`config.mk`:
```
export PLATFORM = sky130hd
export DESIGN_NAME = fft_addr_gen
export DESIGN_NICKNAME = d
export VERILOG_FILES = /design/src/rtl/fft_addr_gen.sv
export SDC_FILE = /design/constraint.sdc
export NUM_CORES = 1
export LEC_CHECK = 0
export BUFFER_PORTS_ARGS = -buffer_cell sky130_fd_sc_hd__buf_4
export CAP_MARGIN = 30
export CORE_MARGIN = 2
export CORE_UTILIZATION = 40
export DETAILED_ROUTE_END_ITERATION = 16
export GPL_ROUTABILITY_DRIVEN = 0
export PLACE_DENSITY = 0.66
export SYNTH_ARGS = -nofsm -noshare
export SYNTH_HDL_FRONTEND = slang
export SYNTH_SLANG_ARGS = --single-unit
```
`constraint.sdc`:
```
create_clock -name clk -period 9.4 [get_ports clk]
set_clock_uncertainty 0.05 [all_clocks]
set_input_delay 1.41 -clock clk [delete_from_list [all_inputs] [get_ports clk]]
set_output_delay 1.41 -clock clk [all_outputs]
set_load 0.02 [all_outputs]
```
`src/rtl/fft_addr_gen.sv`:
```
// In-place radix-2 FFT address sequencer with valid/ready handshake and inter-stage drain gap.
// Define FFT_DIF_EN for decimation-in-frequency ordering; default build is decimation-in-time.
module fft_addr_gen #(
    parameter int LOG2_NFFT  = 5,
    parameter int BF_LATENCY = 4,
    parameter int STAGE_W    = 3
) (
    input  logic                 clk,
    input  logic                 rst,
    input  logic                 start,
    input  logic                 bf_ready,
    output logic                 bf_valid,
    output logic [LOG2_NFFT-1:0] addr_a,
    output logic [LOG2_NFFT-1:0] addr_b,
    output logic [LOG2_NFFT-1:0] tw_addr,
    output logic [STAGE_W-1:0]   stage,
    output logic                 busy,
    output logic                 done
);

    localparam int K_W   = LOG2_NFFT - 1;
    localparam int CNT_W = (BF_LATENCY > 1) ? $clog2(BF_LATENCY) : 1;

    localparam logic [K_W-1:0]     K_LAST     = {K_W{1'b1}};
    localparam logic [STAGE_W-1:0] LAST_STAGE = STAGE_W'(LOG2_NFFT - 1);
    localparam logic [CNT_W-1:0]   DRAIN_INIT = (BF_LATENCY > 0) ? CNT_W'(BF_LATENCY - 1) : '0;

    typedef enum logic [1:0] {
        IDLE,
        RUN,
        DRAIN,
        DONE
    } state_t;

    state_t           state;
    logic [K_W-1:0]   k;
    logic [CNT_W-1:0] drain_cnt;

    logic [LOG2_NFFT-1:0] k_ext;
    logic [LOG2_NFFT-1:0] half;
    logic [LOG2_NFFT-1:0] mask;
    logic [LOG2_NFFT-1:0] j;
    logic [LOG2_NFFT-1:0] g;
    logic [LOG2_NFFT-1:0] dec_a;
    logic [LOG2_NFFT-1:0] dec_b;
    logic [LOG2_NFFT-1:0] dec_tw;
    logic [STAGE_W-1:0]   span_shift;
    logic [STAGE_W-1:0]   tw_shift;

    // Butterfly span grows with stage for DIT and shrinks with stage for DIF.
    always_comb begin
        k_ext = {1'b0, k};
`ifdef FFT_DIF_EN
        span_shift = LAST_STAGE - stage;
        tw_shift   = stage;
`else
        span_shift = stage;
        tw_shift   = LAST_STAGE - stage;
`endif
        half   = LOG2_NFFT'(1) << span_shift;
        mask   = half - LOG2_NFFT'(1);
        j      = k_ext & mask;
        g      = k_ext >> span_shift;
        dec_a  = ((g << span_shift) << 1) | j;
        dec_b  = dec_a + half;
        dec_tw = j << tw_shift;
    end

    // Addresses read as zero whenever no address set is being offered.
    assign addr_a  = bf_valid ? dec_a  : '0;
    assign addr_b  = bf_valid ? dec_b  : '0;
    assign tw_addr = bf_valid ? dec_tw : '0;

    always_ff @(posedge clk or posedge rst) begin
        if (rst) begin
            state     <= IDLE;
            stage     <= '0;
            k         <= '0;
            drain_cnt <= '0;
            bf_valid  <= 1'b0;
            busy      <= 1'b0;
            done      <= 1'b0;
        end else begin
            case (state)
                IDLE: begin
                    done <= 1'b0;
                    if (start) begin
                        state    <= RUN;
                        stage    <= '0;
                        k        <= '0;
                        bf_valid <= 1'b1;
                        busy     <= 1'b1;
                    end
                end
                RUN: begin
                    if (bf_ready) begin
                        if (k != K_LAST) begin
                            k <= k + 1'b1;
                        end else begin
                            k <= '0;
                            if (BF_LATENCY > 0) begin
                                state     <= DRAIN;
                                drain_cnt <= DRAIN_INIT;
                                bf_valid  <= 1'b0;
                            end else if (stage == LAST_STAGE) begin
                                state    <= DONE;
                                stage    <= '0;
                                bf_valid <= 1'b0;
                                busy     <= 1'b0;
                                done     <= 1'b1;
                            end else begin
                                stage <= stage + STAGE_W'(1);
                            end
                        end
                    end
                end
                DRAIN: begin
                    if (drain_cnt != '0) begin
                        drain_cnt <= drain_cnt - 1'b1;
                    end else if (stage == LAST_STAGE) begin
                        state <= DONE;
                        stage <= '0;
                        busy  <= 1'b0;
                        done  <= 1'b1;
                    end else begin
                        state    <= RUN;
                        stage    <= stage + STAGE_W'(1);
                        bf_valid <= 1'b1;
                    end
                end
                DONE: begin
                    state <= IDLE;
                    done  <= 1'b0;
                end
                default: begin
                    state    <= IDLE;
                    bf_valid <= 1'b0;
                    busy     <= 1'b0;
                    done     <= 1'b0;
                end
            endcase
        end
    end

endmodule
```
== Yosys cells after proc, flatten, opt, wreduce, memory -nomap -nowiden ==
Index checks and enable logic that the tools add are counted.
Storage, ports and cells
  word-level logic and storage cells: 79
  output and inout bits: 21
  input bits: 4
  bits in registers: 14
Cells by class
  muxes and demuxes: 33
  reduce and logical (&&, ||, !) cells: 14
  equality and inequality tests: 12
  shifts and indexed selects: 4
  $add $sub $neg: 6
  bitwise gates (word level): 3
Operators by type and width (count)
  $mux 2: 8
  $mux 5: 3
  $ne 2x2->1 const B: 7
  $mux 4: 3
  $reduce_and 4->1: 3
  $mux 1: 9
  $mux 3: 3
  $reduce_and 3->1: 3
  $pmux 2 s4: 1
  $pmux 4 s2: 1
  $reduce_bool 2->1: 4
  $pmux 3 s2: 1
  $reduce_and 6->1: 1
  $add 5x5->5: 1
  $and 4x5->5: 1
  $or 5x5->5: 1
  $shl 1x3->5 const A: 1
  $shl 5x3->4: 1
  $shl 5x3->5: 1
  $shr 4x3->5: 1
  $sub 5x1->5 const B: 1
  $add 4x1->4 const B: 1
  $eq 2x2->1 const B: 2
  $ne 4x4->1 const B: 1
  other kinds (12): 13

== Depth between registers and ports, before layout ==
Gate-level depths: netlist (run 1).
  depth in word-level cells: 6
  gate-level depth with buffers: 14
  gate-level depth less buffers: 13

== Least setup slack after synthesis (run 1) ==
OpenSTA, ideal clock, no wires.
  kind: register to output
  start point: reg stage[0]
  end point: out addr_b[4]
  required time: 7.940 ns
  setup slack: 4.663 ns
  cell stages (with the launch flop): 14
  arrival: 3.277 ns
  path buffers: 1
  cells stage by stage: dfrtp_1 buf_2 clkinv_1 ha_1 ha_1 inv_1 ha_1 nor2b_1 a41oi_1 fa_1 nor2b_1 o21ai_0 a211o_1 a21oi_1
On the way
  word-level cells in the longest chain between the ends: 6
  elaborated cells on any way between the ends: 8
  classes of those cells: add/sub: 2; shift: 3; mux: 1; bitwise: 2
RTL lines
  start: declaration: RTL line 16  | output logic [STAGE_W-1:0] stage,
  start signal: assignment: RTL line 112  | stage <= stage + STAGE_W'(1);
  start signal: assignment: RTL line 127  | stage <= stage + STAGE_W'(1);
  $shl 1x3->5: RTL line 60  | half = LOG2_NFFT'(1) << span_shift;
  $sub 5x1->5: RTL line 61  | mask = half - LOG2_NFFT'(1);
  $and 4x5->5: RTL line 62  | j = k_ext & mask;
  $or 5x5->5: RTL line 64  | dec_a = ((g << span_shift) << 1) | j;
  $add 5x5->5 (*): RTL line 65  | dec_b = dec_a + half;
  $mux 5 (*): RTL line 71  | assign addr_b = bf_valid ? dec_b : '0;
  end: declaration: RTL line 14  | output logic [LOG2_NFFT-1:0] addr_b,
Mark *: on every way between the ends. The rest lies on a longest branch, timed or not.

== Final worst setup path (run 1) ==
Same ends and word-level chain as after synthesis.

==> results of run 1 <==
==> cell usage after synthesis (2+ instances only) <==
cell       instances  area share
o21ai_0            6       0.022
and2_1             4       0.018
o211ai_1           4       0.022
and3_1             2      0.0090
nor2_1            10       0.027
and2b_1            3       0.016
nor2b_1            6       0.027
a21o_1             3       0.016
nor3_1             4       0.014
nand2_1           16       0.043
mux2i_1            4       0.029
dfrtp_1           14        0.25
buf_4              2       0.011
a2bb2oi_1          2       0.013
a31oi_1            2      0.0090
a21oi_1           13       0.047
inv_1             18       0.049
nand2b_1           3       0.014
clkbuf_1           2      0.0054
ha_1              17        0.15
a22o_1             6       0.038
==> layout make-up <==
class	instances	area, um2
Fill cell	313	1700
Multi-Input combinational cell	129	941
Clock buffer	4	36.3
Inverter	19	71.3
Tap cell	46	57.6
Sequential cell	14	350
Timing Repair Buffer	24	180
==> layout by cell type (no fill, tap or decap), types with 4 or more instances in the layout <==
cell / instances
nor3_1: 4
buf_4: 24
a21oi_1: 13
o21ai_0: 6
mux2i_1: 4
nand2_1: 16
ha_1: 17
nor2_1: 10
a22o_1: 6
o211ai_1: 4
dfrtp_1: 14
and2_1: 4
nor2b_1: 6
inv_1: 18
==> power groups by stage <==
stage | Sequential [mW] | Combinational, mW | Clock, mW
finish | 0.114 | 0.355 | 0.0447
floorplan | 0.109 | 0.267 | 0
global placement | 0.114 | 0.346 | 0
global route | 0.119 | 0.397 | 0.0497
detailed placement | 0.115 | 0.357 | 0
CTS | 0.114 | 0.358 | 0.0457
==> through the flow <==
stage | area, um2 | cells | power [mW]
2_1_floorplan | 1390 | 167 | 0.376
3_3_place_gp | 1600 | 232 | 0.459
3_5_place_dp | 1600 | 232 | 0.472
4_1_cts | 1640 | 236 | 0.518
5_1_grt | 1640 | 236 | 0.566
6_report | 1640 | 236 | 0.514
==> cell families after synthesis <==
kind of cell | after synthesis | synth area share
simple gates | 54 | 0.211
xor+xnor | 1 | 0.00630
buf+inv | 24 | 0.0711
mux | 5 | 0.0369
fa+ha+maj | 18 | 0.167
other cells | 1 | 0.00270
flops | 14 | 0.252
compound gates | 50 | 0.253
==> per-layer routing <==
layer  vias to the layer above  global-route usage  part of all wire
li1                        636                   -                 -
met4                         0              0.0417             0.011
met1                       574               0.196              0.46
met3                         4              0.0252             0.033
met5                         -                   0                 0
met2                        26               0.299              0.49
==> final timing paths <==
| kind | end | slack (ps) | cells past startpoint |
|---|---|---|---|
| setup / recovery | addr_b[4] | 4190 | 13 |
| hold / removal | busy | 470 | 1 |
| setup reg to reg | done | 7370 | 6 |
| hold reg to reg | busy | 470 | 1 |
| max in group asynchronous | k[1] | 7830 | 2 |
| min in group asynchronous | bf_valid | 1110 | 2 |
==> flip-flops by register name (all words and copies together) (netlist names) <==
register and count:
stage 3, drain_cnt 2, state 2, done 1, k 4, busy 1, bf_valid 1
==> qor.txt, run 1 <==
drt pass-1 iters: 4
leakage: 0.814 nW
Synth Flop Type: dfrtp_1
worst rel slew slack: 0.640
Tightest Hold Check Type: flip-flop to flip-flop
Peak Freq: 192 MHz
top cell family by delay on the critical path: adder cells
crit-path cells: clkinv_1 > ha_1 > ha_1 > inv_1 > ha_1 > nor2b_1 > a41oi_1 > fa_1 > nor2b_1 > o21ai_0 > a211o_1 > a21oi_1 > buf_4
die area: 3960 um2
Post-synth ARST share: 1.00
Num CTS Buffers: 3
sequential fraction of the synthesis area: 0.252
Tcrit/Tclk final: 0.554
status: finished clean
Max Cap Viol: 0
Syn Std Cell Area: 1390 um2
setup TNS: 0 ps
final slew viol count: 0
Yosys reg bits: 14
Area Growth Syn to Fin: 17.7%
CP Max Fanout: 10
H-tree depth: 1
CP dominant cell by count: ha_1
hold_ws: 467 ps
Initial Util: 0.417
Core ar.: 3340 um2
Row Count: 21
Peak VDD IR: 0.133 mV
Worst Path Buf+Inv: 3
initial antenna violation count: 0
Internal: 257 uW
total wire length: 2.96 mm
Net Switching: 257 uW
GRT overflow: 0
syn_area_per_cell: 8.32 um2
Resized Gates After CTS: 0
ant diodes: 0
RSZ-0062 raised after global routing: false
DIE HEIGHT: 63.0 um
setup ws final: 4190 ps
clk_lat worst skew: 290 ps
crit path launch type: flip-flop
Setup-failing EPs final: 0
Reg clk slew, reported paths: 80 ps
fin crit period: 5210 ps
WP data required: 7940 ps
Setup Crit Path Kind: flip-flop to output pin
number of I/O pins: 25
First DRT Iteration DRCs: 33
worst slew pin tran: 540 ps
Setup WS pre-CTS: 4530 ps
power share of the clock group: 0.087
Pwr Density: 314 nW/um2
Total GRT Usage: 0.163
yosys warns: 0
Setup crit start: stage[0]
NumNets Final: 213
largest net degree at the start of global routing: 15
DR vias/cell: 5.25
syn_nets: 189
hpwl dp: 2.35 mm
Post-synth EDFFs: 0
residual DRC count: 0
Final Hold Viols: 0
total number of vias: 1240
die width: 63.0 um
setup bufs post-CTS: 0
Hold Path Origin: busy
first-pass GRT wire length: 5.38 mm
Slowest cell on crit path: dfrtp_1
Root Buffer Master: clkbuf_4
CTS Buffer Depth: 2
hold_buf cts: 0
share of cells above drive strength 1: 0.168
Post-Syn Instances: 167
vias in the first global route: 1244
TritonCTS clock tree: built
post-layout util: 0.490
Gate power share: 0.691
# clock sinks: 14
CP Capture Type: output pin
launch point of the worst reg-to-reg path: stage[0]
Seq pwr share: 0.222
drt wl/cell: 12.6 um
Sw Share: 0.500
Yosys cell types: 47
Detail Route Antenna Nets: 0
Buffers on Ports: 24
max incr delay on CP: 540 ps
worst path arrival time: 3750 ps
Power figures use the tool's default switching activity.
==> inputs of run 2 (changes only) <==
ABC_AREA = 1   (was not set)
PLACE_DENSITY = 0.67   (was 0.66)
clock period = 5.2 ns   (was 9.4 ns; I/O delays follow)
==> run 2 against run 1 <==
  * Die area fell by 2.2%
  * Routed wire length rose by 0.30%
  * Utilization rose by 0.099 points
  * Critical path type unchanged
  * Via count rose by 5.6%
  * Highest routed layer unchanged
  * Setup slack got worse by 3200 ps
  * Combinational power rose by 80%
  * Synthesized cell count rose by 19%
  * Flip-flop and latch count did not move
  * Register-to-register slack got worse by 4200 ps
==> qor.txt, run 2 <==
status: finished clean
synth cell count leaders: nand2_1, inv_1, nand3_1
die width: 62.3 um (-1.1%)
Initial Util: 0.413 (-0.00324)
uppermost layer routed: met4
# clock sinks: 14 (unchanged)
count leader, synth: nand2_1
most common cell after layout, fill and taps aside: nand2_1
First DRT Iteration DRCs: 45 (+36%)
yosys warns: 0 (unchanged)
Total GRT Usage: 0.168 (+0.00508)
hold_buf cts: 0 (unchanged)
Core ar.: 3280 um2 (-1.6%)
Buffers on Ports: 24 (unchanged)
worst path arrival time: 3360 ps (-390 ps)
worst rel slew slack: 0.634 (-0.00547)
Root Buffer Master: clkbuf_4
GRT overflow: 0 (unchanged)
largest net degree at the start of global routing: 17 (+2)
R2R depth: 7 (+1)
WHS Endpoint: drain_cnt[0]
Reg2Reg Capture Point: done
r2r setup slk: 3140 ps (-4230 ps)
Yosys reg bits: 14 (unchanged)
compound-gate portion of the synthesized area: 0.134 (-0.119)
die area: 3880 um2 (-2.2%)
top cell type's share of synthesized area: 0.258 (+0.00604)
Yosys cell types: 29 (-38%)
sequential fraction of the synthesis area: 0.258 (+0.00604)
CTS Buffer Depth: 2 (unchanged)
Tcrit/Tclk final: 0.807
Synth Area in XOR/XNOR: 0.0129 (+0.00660)
Setup WS pre-CTS: 1320 ps (-3210 ps)
vias in the first global route: 1269 (+2.0%)
WP data required: 4370 ps (-3570 ps)
Hold Path Origin: drain_cnt[0]
Max Cap Viol: 0 (unchanged)
area of placed instances: 1580 um2 (-1.4%)
first-pass GRT wire length: 5.41 mm (+0.63%)
Setup Crit Path Kind: flip-flop to output pin
clk_lat worst skew: 290 ps (about the same)
NumNets Final: 247 (+16%)
syn_nets: 221 (+17%)
Post-synth ARST share: 1.00 (unchanged)
setup ws final: 1010 ps (-3180 ps)
Final Hold Viols: 0 (unchanged)
hold depth: 2 (+1)
worst slew pin tran: 548 ps (+8.20 ps)
Synth Area in Adders: 0.171 (+0.00401)
Num CTS Buffers: 3 (unchanged)
Tightest Hold Check Type: flip-flop to flip-flop
hpwl dp: 2.42 mm (+2.7%)
Resized Gates After CTS: 0 (unchanged)
DR vias/cell: 4.85 (-7.7%)
simple-gate portion of the synthesized area: 0.298 (+0.0871)
leading area contributor after synthesis: dfrtp_1
drt pass-1 iters: 4 (unchanged)
Peak VDD IR: 0.268 mV (+100%)
M1 WL: 1.40 mm (+2.1%)
Reg clk slew, reported paths: 90 ps (about the same)
drt wl/cell: 11.0 um (-12%)
crit path launch type: flip-flop
CP Capture Type: output pin
Post-Syn Instances: 199 (+19%)
Peak Freq: 238 MHz
share of cells above drive strength 1: 0.201 (+0.0325)
Row Count: 21 (unchanged)
hold_ws: 471 ps (+4.25 ps)
DIE HEIGHT: 62.3 um (-1.1%)
H-tree depth: 1 (unchanged)
setup bufs post-CTS: 0 (unchanged)
Area Growth Syn to Fin: 18.9%
total number of vias: 1309 (+5.6%)
most frequent cells in the layout: nand2_1, inv_1, buf_4, nand3_1, ha_1
RSZ-0062 raised after global routing: false
launch point of the worst reg-to-reg path: stage[0]
final instance area: 1610 um2 (-1.4%)
initial antenna violation count: 0 (unchanged)
biggest regs: k (4), stage (3)
Setup-failing EPs final: 0 (unchanged)
Pwr Density: 566 nW/um2 (+80%)
Detail Route Antenna Nets: 0 (unchanged)
Synth Flop Type: dfrtp_1
largest family of logic cells by synthesized area: simple AND/OR/NAND/NOR gates
TritonCTS clock tree: built
met2 wire length: 1.44 mm (-1.4%)
ant diodes: 0 (unchanged)
post-layout util: 0.491 (+0.000990)
setup TNS: 0 ps (unchanged)
total wire length: 2.97 mm (+0.30%)
max reg flops: 4 (unchanged)
syn_area_per_cell: 6.82 um2 (-18%)
final slew viol count: 0 (unchanged)
Most flops, register: k
Post-synth EDFFs: 0 (unchanged)
wire length on met3: 106 um (+7.1%)
number of I/O pins: 25 (unchanged)
CP Max Fanout: 16 (+6)
ranking of synthesized cells by area: dfrtp_1, ha_1, nand2_1
Syn Std Cell Area: 1360 um2 (-2.3%)
fin crit period: 4190 ps
fraction of synthesized area in multiplexers: 0.00829 (-0.0286)
residual DRC count: 0 (unchanged)
leakage: 0.896 nW (+10%)
-- run 2: cell types whose count changed in the layout (fill, tap and decap cells not counted), moves of 5 or more --
cell	previous run	this run
nand3_1	0	20
nor2b_1	6	0
nand2_1	16	44
inv_1	18	32
inv_2	0	5
o21ai_0	6	12
a22o_1	6	0
-- run 2: kinds of logic (layout without fill, tap and decap cells) --
group,count (synthesis),after routing
compound gates,32,32
xor+xnor,2,2
fa+ha+maj,18,18
buf+inv,40,65
flops,14,14
mux,1,1
other cells,1,1
simple gates,91,91
-- run 2: through the flow --
stage / total power, mW / instances
after floorplan: 0.670 / 199
after global placement: 0.832 / 266
after detailed placement: 0.841 / 266
after CTS: 0.924 / 270
after global routing: 1.02 / 270
final: 0.914 / 270
-- run 2: how the worst max path moves through the flow --
stage / from / endpoint / slack [ps] / cells past startpoint
final: stage[0] / addr_b[4] / 1010 / 14
after global routing: stage[0] / addr_b[4] / 690 / 14
after detailed placement: stage[0] / addr_b[4] / 1320 / 14
after floorplan: stage[0] / addr_b[4] / 1590 / 13
after global placement: stage[0] / addr_b[4] / 1400 / 14
after CTS: stage[0] / addr_b[4] / 1000 / 14
-- run 2: metal layers --
metal / GRT usage / vias up
met5: 0 / -
met4: 0.0361 / 0
met3: 0.0254 / 4
met2: 0.292 / 24
met1: 0.222 / 592
li1: - / 689
-- run 2: area by class of cell --
type | instances | area, um2
clock buffers | 4 | 36.3
multi-input cells | 145 | 851
repair buffers | 24 | 180
flip-flops and latches | 14 | 350
well taps | 46 | 57.6
fillers | 355 | 1670
inverters | 37 | 139
-- run 2: worst max-delay path: stages (launching register included) --
cell and delay [ps]:
dfrtp_1 650, inv_2 190, ha_1 280, ha_1 180, inv_1 130, ha_1 250, inv_1 50, nand2_1 70
nand2_1 120, inv_2 60, fa_1 440, o31ai_1 300, xnor2_1 150, nor2_1 50, buf_4 160
-- run 2: where the power goes --
group | internal [mW] | switching (mW)
combinational | 0.236 | 0.404
sequential | 0.147 | 0.0455
clock | 0.0427 | 0.0392
total | 0.426 | 0.488
==> inputs of run 3 (changes only) <==
PLACE_DENSITY = 0.69   (was 0.67)
clock period = 3.7 ns   (was 5.2 ns; I/O delays follow)
==> run 3 against run 2 <==
  * Power increased by 40%
  * Register-to-register slack got worse by 1100 ps
  * Clock power is 2% higher
  * First-iteration DRC count is 6.7% lower
  * Worst hold slack got worse by 210 ps
  * Largest power group unchanged
==> qor.txt, run 3 (synthesized netlist as in run 2, its figures left out) <==
TritonCTS clock tree: built
Internal: 594 uW (+40%)
setup TNS: 0 ps (unchanged)
worst slew pin tran: 528 ps (-19.5 ps)
max reg flops: 4 (unchanged)
hpwl dp: 2.42 mm (+0.34%)
Core ar.: 3280 um2 (unchanged)
ant diodes: 0 (unchanged)
Setup-failing EPs final: 0 (unchanged)
setup ws final: 226 ps (-780 ps)
status: finished clean
final slew viol count: 0 (unchanged)
most frequent cells in the layout: nand2_1, inv_1, buf_4, nand3_1, ha_1
Sw Share: 0.536 (+0.00138)
Most flops, register: k
Setup Crit Path Kind: flip-flop to output pin
H-tree depth: 1 (unchanged)
Net Switching: 686 uW (+40%)
fin crit period: 3470 ps
R2R depth: 7 (unchanged)
share of cells above drive strength 1: 0.218 (+0.0169)
initial antenna violation count: 0 (unchanged)
die area: 3880 um2 (unchanged)
Root Buffer Master: clkbuf_4
Final Hold Viols: 0 (unchanged)
GRT overflow: 0 (unchanged)
hold_ws: 261 ps (-210 ps)
Peak Freq: 288 MHz
Detail Route Antenna Nets: 0 (unchanged)
largest net degree at the start of global routing: 16 (-1)
Initial Util: 0.413 (unchanged)
WP data required: 3090 ps (-1280 ps)
Area Growth Syn to Fin: 19.6%
Setup WS pre-CTS: 430 ps (-890 ps)
drt pass-1 iters: 4 (unchanged)
critical path endpoint: addr_b[4]
residual DRC count: 0 (unchanged)
total number of vias: 1323 (+1.1%)
CTS Buffer Depth: 2 (unchanged)
r2r setup slk: 2030 ps (-1110 ps)
Total GRT Usage: 0.159 (-0.00912)
crit path launch type: flip-flop
vias in the first global route: 1258 (-0.87%)
leakage: 0.897 nW (+0.17%)
CP Capture Type: output pin
Max Cap Viol: 0 (unchanged)
Reg2Reg Capture Point: done
total wire length: 2.91 mm (-2.1%)
Pwr Density: 788 nW/um2 (+39%)
Pwr Total: 1.28 mW (+40%)
Gate power share: 0.737 (+0.037)
worst path arrival time: 2870 ps (-490 ps)
fillcell total: 352 (-0.85%)
clk_lat worst skew: 280 ps (about the same)
number of I/O pins: 25 (unchanged)
die width: 62.3 um (unchanged)
Peak VDD IR: 0.398 mV (+48%)
# clock sinks: 14 (unchanged)
biggest regs: k (4), stage (3)
Reg clk slew, reported paths: 80 ps (about the same)
FF+latch area: 352 um2 (+0.36%)
most common cell after layout, fill and taps aside: nand2_1
DR vias/cell: 4.88 (+0.70%)
setup bufs post-CTS: 0 (unchanged)
Row Count: 21 (unchanged)
DIE HEIGHT: 62.3 um (unchanged)
First DRT Iteration DRCs: 42 (-6.7%)
Buffers on Ports: 24 (unchanged)
power share of the clock group: 0.065 (-0.025)
first-pass GRT wire length: 5.17 mm (-4.5%)
Tightest Hold Check Type: input port to asynchronous set/reset pin
Num CTS Buffers: 3 (unchanged)
NumNets Final: 249 (+0.81%)
worst rel slew slack: 0.647 (+0.0130)
area of the multi-input gates: 858 um2 (+0.88%)
Setup crit start: stage[1]
launch point of the worst reg-to-reg path: stage[1]
CP Max Fanout: 6 (-10)
Seq pwr share: 0.198 (-0.012)
drt wl/cell: 10.7 um (-2.5%)
Tcrit/Tclk final: 0.939
[run 3: how the worst min path moves through the flow]
stage | endpoint | startpoint | slack (ps)
final | k[3] | rst | 260
after global routing | k[2] | rst | 320
after CTS | stage[1] | rst | 280
after detailed placement | done | done | 450
after global placement | drain_cnt[0] | drain_cnt[0] | 440
after floorplan | bf_valid | rst | 390
[run 3: repair_timing]
item / in CTS / in global routing
setup endpoints to repair: 0 / 1
resized for setup: 0 / 3
hold buffers: 0 / 0
[run 3: critical path, cell delays in order, from the launching register on]
cell and delay, ps:
dfrtp_2 440, inv_2 120, ha_2 210, ha_1 140, inv_1 80, ha_1 290
inv_1 50, nand2_1 70, nand2_1 110, inv_2 50, fa_1 460, o31ai_2 220
xnor2_1 140, nor2_1 50, buf_4 160
[run 3: stage by stage]
stage | cell area [um2] | util | std cells
finish | 1620 | 0.494 | 271
global route | 1620 | 0.494 | 271
CTS | 1620 | 0.492 | 271
detailed placement | 1590 | 0.485 | 268
global placement | 1590 | 0.485 | 268
floorplan | 1360 | - | 199
[run 3: power groups by stage]
stage,combinational [mW],clock (mW),sequential [mW]
after global routing,1.08,0.0930,0.262
after floorplan,0.670,0,0.271
after detailed placement,0.935,0,0.257
after CTS,0.941,0.0906,0.253
final,0.943,0.0838,0.253
after global placement,0.932,0,0.255
[run 3: layout make-up]
type | count | area share
Multi-Input combinational cell | 145 | 0.529
Sequential cell | 14 | 0.216
Timing Repair Buffer | 26 | 0.120
Inverter | 37 | 0.0855
Tap cell | 46 | 0.0354
Clock buffer | 3 | 0.0139
[run 3: per-layer routing]
layer | part of all wire | GRT usage | vias to the layer above
met4 | 0.0048 | 0.0472 | 0
met1 | 0.47 | 0.194 | 612
met5 | 0 | 0 | -
met2 | 0.50 | 0.292 | 19
met3 | 0.025 | 0.0199 | 2
li1 | - | - | 690
